<file path="src/rtl/prog_clk_divider.sv">
// prog_clk_divider: multi-channel runtime-programmable clock divider.
// Each channel divides clk by 2*D, producing a 50% square wave (clk_out)
// and a one-cycle tick coincident with every clk_out change. New divisors
// are staged in a pending register and applied at the channel's next
// half-period boundary, so the output never glitches.
// Optional feature: define CLKDIV_SYNC_EN to add the sync port, which
// realigns every channel (and applies pending divisors) in one cycle.
module prog_clk_divider #(
   parameter int N_CH    = 4,
   parameter int W       = 27,
   parameter int DEF_DIV = 50000000,
   localparam int CH_W   = (N_CH > 1) ? $clog2(N_CH) : 1
) (
   input  logic            clk,
   input  logic            rst,
   input  logic [N_CH-1:0] en,
   input  logic            wr_en,
   input  logic [CH_W-1:0] wr_ch,
   input  logic [W-1:0]    wr_div,
`ifdef CLKDIV_SYNC_EN
   input  logic            sync,
`endif
   output logic [N_CH-1:0] clk_out,
   output logic [N_CH-1:0] tick,
   output logic [N_CH-1:0] pending
);

   localparam logic [W-1:0] DEF_D = W'(DEF_DIV);

   logic sync_req;

   // Global realign request; tied off when the sync feature is not built.
`ifdef CLKDIV_SYNC_EN
   assign sync_req = sync;
`else
   assign sync_req = 1'b0;
`endif

   for (genvar i = 0; i < N_CH; i++) begin : g_ch
      logic [W-1:0] cnt;
      logic [W-1:0] div;
      logic [W-1:0] pdiv;
      logic         co_r;
      logic         tk_r;
      logic         pd_r;
      logic         wr_hit;
      logic         have_new;
      logic [W-1:0] new_div;
      logic         stopped;
      logic         wrap;

      // Decode this channel's write and pick the divisor to apply: a write in
      // the current cycle bypasses the pending register (last write wins).
      // Channel indices at or above N_CH never match any channel.
      always_comb begin
         wr_hit   = wr_en && (wr_ch == CH_W'(i));
         have_new = wr_hit || pd_r;
         new_div  = wr_hit ? wr_div : pdiv;
         stopped  = (div == '0) || !en[i];
         wrap     = (cnt == (div - 1'b1));
      end

      // Per-channel counter, output toggle, tick and divisor update.
      always_ff @(posedge clk or posedge rst) begin
         if (rst) begin
            cnt  <= '0;
            co_r <= 1'b0;
            tk_r <= 1'b0;
            div  <= DEF_D;
            pdiv <= '0;
            pd_r <= 1'b0;
         end else if (sync_req) begin
            // Realign: restart the half-period from zero on every channel.
            cnt  <= '0;
            co_r <= 1'b0;
            tk_r <= 1'b0;
            if (have_new) begin
               div  <= new_div;
               pd_r <= 1'b0;
            end
         end else if (stopped) begin
            // Idle or disabled: no boundary to wait for, so apply at once.
            tk_r <= 1'b0;
            if (have_new) begin
               div  <= new_div;
               pd_r <= 1'b0;
               cnt  <= '0;
            end else if (div == '0) begin
               cnt  <= '0;
               co_r <= 1'b0;
            end
         end else if (wrap) begin
            // Half-period boundary: toggle with the old divisor, then switch.
            cnt  <= '0;
            co_r <= ~co_r;
            tk_r <= 1'b1;
            if (have_new) begin
               div  <= new_div;
               pd_r <= 1'b0;
            end
         end else begin
            cnt  <= cnt + 1'b1;
            tk_r <= 1'b0;
            if (wr_hit) begin
               pdiv <= wr_div;
               pd_r <= 1'b1;
            end
         end
      end

      assign clk_out[i] = co_r;
      assign tick[i]    = tk_r;
      assign pending[i] = pd_r;
   end

endmodule

</file>
<file path="config.mk">
export PLATFORM = sky130hd
export DESIGN_NAME = prog_clk_divider
export DESIGN_NICKNAME = d
export VERILOG_FILES = /design/src/rtl/prog_clk_divider.sv
export SDC_FILE = /design/constraint.sdc
export NUM_CORES = 1
export LEC_CHECK = 0
export ABC_AREA = 1
export BUFFER_PORTS_ARGS = -buffer_cell sky130_fd_sc_hd__buf_2
export CAP_MARGIN = 10
export CORE_MARGIN = 2
export CORE_UTILIZATION = 57
export DETAILED_ROUTE_END_ITERATION = 8
export PLACE_DENSITY = 0.83
export SLEW_MARGIN = 20
export SYNTH_ARGS = -nofsm -noshare
export SYNTH_HDL_FRONTEND = slang
export SYNTH_SLANG_ARGS = --single-unit
export TNS_END_PERCENT = 20
</file>
<file path="constraint.sdc">
create_clock -name clk -period 8.9 [get_ports clk]
set_input_delay 0 -clock clk [delete_from_list [all_inputs] [get_ports clk]]
set_output_delay 0 -clock clk [all_outputs]
set_load 0.02 [all_outputs]
</file>
==> results.md <==
- Run status: finished clean
- Total iterations of the first detailed-routing run: 7
- Endpoints failing hold: 0
- Area Growth Syn to Fin: 7.66%
- Initial antenna violation count: 0
- Top_reg_cell synth: sky130_fd_sc_hd__dfrtp_1
- Count of placed standard cells in the final layout, fillers left out: 3782
- Cell Chain, Critical Path: inv_1, ha_1, nand2_1, nor2_2, nand2_1, nor2_1, nand2_1, nand3_1, nand3_1, nor2_1, nand3_1, nand2_2, buf_4, nand2_2, nand2_1, nand2_1
- Share of the synthesized area in the top cell type: 32.5%
- Num Clock Sinks: 336
- Final setup violation count: 0
- FFs w/ async S/R, synth: 100%
- Post_cts resized: 0
- Final worst path period need: 4310 ps
- HP Class: in -> reg
- Register Area: 8470 um^2
- Synthesized area per cell: 6.81 um^2
- GR Util All Layers: 28.1%
- Synth area leader: sky130_fd_sc_hd__dfrtp_1
- Clock Skew: 13.9 ps
- Type of destination of the critical path: flop
- Grt ovf: 0
- Die height: 201 um
- Worst-Margin Slew: 1020 ps
- Fin crit share: 48.4%
- Nets@finish: 3278
- Normalized max-slew margin: 31.9%
- Synthesized Nets: 3307
- Vias in the first global route: 19300
- Area of the die: 40600 um^2
- Hold WS: 27.3 ps
- Final HPWL from detailed placement: 40200 um
- DR WL met3: 3740 um
- Static Leakage: 12.4 nW
- Total area of multi-input combinational cells: 11700 um^2
- Count of standard-cell rows: 72
- Clock latency of the later-clocked register in the worst-skew pair: 540 ps
- Setup crit start kind: flop
- Average wire per cell in the routed design: 14.9 um
- Total length of routed met2 wires: 25500 um
- Master cell of the clock root buffer: sky130_fd_sc_hd__clkbuf_16
- Total negative slack for setup checks: 0 ps
- Violation count after the first detailed-route iteration: 1875
- Number of unique standard cell types used by synthesis: 42
- Total clock buffers created by CTS: 38
- Number of fill cells: 3578
- Maximum number of pins on one net before global-route repair: 181
- IO Pins: 48
- Delay of the slowest cell on the worst path: 680 ps
- Largest voltage drop on the vdd net: 0.175 mV
- Synthesized cell area: 22200 um^2
- First-pass GRT wire length: 94400 um
- Number of port buffers: 47
- Leading cell types by total area after synthesis: sky130_fd_sc_hd__dfrtp_1, sky130_fd_sc_hd__nand2_1, sky130_fd_sc_hd__nand3_1, sky130_fd_sc_hd__inv_1, sky130_fd_sc_hd__nor2_1
- Antenna violation net count after detailed routing: 0
- Largest fanout of any net on the critical path: 54
- Classification of the worst setup path: reg -> reg
- Achievable clock frequency: 0.232 GHz
- Vias/cell: 5.48
- Routed metal-1 wire length: 25000 um
- Count of flip-flops with a built-in enable after synthesis: 0
- Placer's final routability congestion estimate: 0.998
- Cell with the largest stage delay on the worst path: sky130_fd_sc_hd__nand2_2
- Required arrival time at the worst endpoint: 9330 ps
- Total power per unit cell area: 330 nW/um^2
- Crit path arrival time: 4730 ps
- Highest metal layer used by the detailed router: met4
- Number of buffers inserted for hold repair after clock tree synthesis: 5
- Clock-pin slew reported for the worst setup and hold paths after clock tree synthesis: 60 ps
- TritonCTS clock tree: done
- Placed insts: 3707
- Placeable core area: 38600 um^2
- Initial Util: 57.6%
- Cells after synthesis: 3263
- Maxcap violations: 0
- DR vias: 20700
- Commonest cells in the netlist: sky130_fd_sc_hd__nand2_1, sky130_fd_sc_hd__inv_1, sky130_fd_sc_hd__nor2_1
- Part of the Yosys area used for sequential elements: 38.1%
- Drc violations: 0
- Setup Fix Bufs, Post-CTS: 0
- Die boundary width: 201 um
- Register bit total from synthesis: 336
- Diodes inserted: 0
- Most numerous cell in the Yosys netlist: sky130_fd_sc_hd__nand2_1
- Share of layout cells above drive strength 1: 6.07%
- Setup repair after global routing missed its margin: false
- H-tree depth reported by CTS: 2
- Pins Over Slew Limit: 0
- Count of warnings emitted by yosys: 0
- Overall routed net length: 56400 um
- Clock buffer depth: 3
- CP dominant cell by count: sky130_fd_sc_hd__nand2_1
[final timing paths]
kind / from / to / depth (start not counted) / slack, ps
min in group asynchronous: rst / g_ch[0].cnt[23]$_DFFE_PP0P_ / 3 / 40
max in group asynchronous: rst / g_ch[1].pdiv[21]$_DFFE_PP0P_ / 5 / 6830
worst min-delay path: wr_div[11] / g_ch[2].pdiv[11]$_DFFE_PP0P_ / 4 / 30
worst max-delay path: g_ch[1].div[0]$_DFFE_PP0P_ / g_ch[1].div[10]$_DFFE_PP0P_ / 16 / 4590
worst min register to register: g_ch[0].div[1]$_DFFE_PP0P_ / g_ch[0].div[1]$_DFFE_PP0P_ / 2 / 470
worst max register to register: g_ch[1].div[0]$_DFFE_PP0P_ / g_ch[1].div[10]$_DFFE_PP0P_ / 16 / 4590
[placed cells by master, fill, tap and decap left out, types with 52 or more instances in the layout]
cell,instances
sky130_fd_sc_hd__nand4_1,70
sky130_fd_sc_hd__o21ai_0,153
sky130_fd_sc_hd__xnor2_1,54
sky130_fd_sc_hd__a21oi_1,78
sky130_fd_sc_hd__nor2_1,339
sky130_fd_sc_hd__nand3_1,279
sky130_fd_sc_hd__inv_1,359
sky130_fd_sc_hd__xor2_1,123
sky130_fd_sc_hd__dfrtp_1,288
sky130_fd_sc_hd__o21a_1,81
sky130_fd_sc_hd__nand2_1,1053
sky130_fd_sc_hd__nor3_1,52
[sequential cells by signal, summed over array words and instances, names as in the netlist]
register / cells
g_ch.cnt: 108
g_ch.co_r: 4
g_ch.div: 108
g_ch.pd_r: 4
g_ch.pdiv: 108
g_ch.tk_r: 4
[worst max-delay path: cells and delay by family, from the launching register on]
family	cells	cell delay, ps
adder cells (fa/ha/maj)	1	190
buffers and inverters	2	660
flip-flops	1	400
AND/OR/NAND/NOR	13	2870
[logic make-up (layout without fill, tap and decap cells)]
kind of cell               count (synthesis)  after routing  share of synthesized area, %
and+or+nand+nor                         1894           1894                          36.1
buffers and inverters                    500            501                          9.20
DFF                                      336            336                          38.1
xor gates and xnor gates                 179            179                          7.18
adders and majority gates                  8              8                         0.451
AOI/OAI and AO/OA                        346            346                          8.92
[stage by stage]
| step | setup slack [ps] | total power [mW] | cell area [um^2] | util, % |
|---|---|---|---|---|
| floorplan | 4450 | 5.42 | 22200 | - |
| global placement | 4790 | 6.12 | 22600 | 58.5 |
| detailed placement | 4720 | 6.19 | 22600 | 58.5 |
| CTS | 4650 | 7.86 | 23900 | 62.0 |
| global route | 4090 | 8.64 | 23900 | 62.0 |
| finish | 4590 | 7.89 | 23900 | 62.0 |
[routing by layer]
metal	up-vias	track usage, %
met5	-	0
met4	0	11.6
met3	152	4.73
met2	654	44.4
met1	9643	38.3
li1	10300	-
[power by group]
group          switching (mW)  internal (mW)
combinational            2.45           1.32
sequential              0.464           2.03
clock                   0.642          0.983
[area by class of cell]
type,instances,area share (%)
Inverter,366,5.76
Tap cell,518,2.71
Timing Repair Buffer,65,1.65
Clock inverter,7,0.356
Sequential cell,336,35.4
Clock buffer,63,5.06
Multi-Input combinational cell,2427,49.0
No activity file was read; power rests on OpenSTA's default activity.
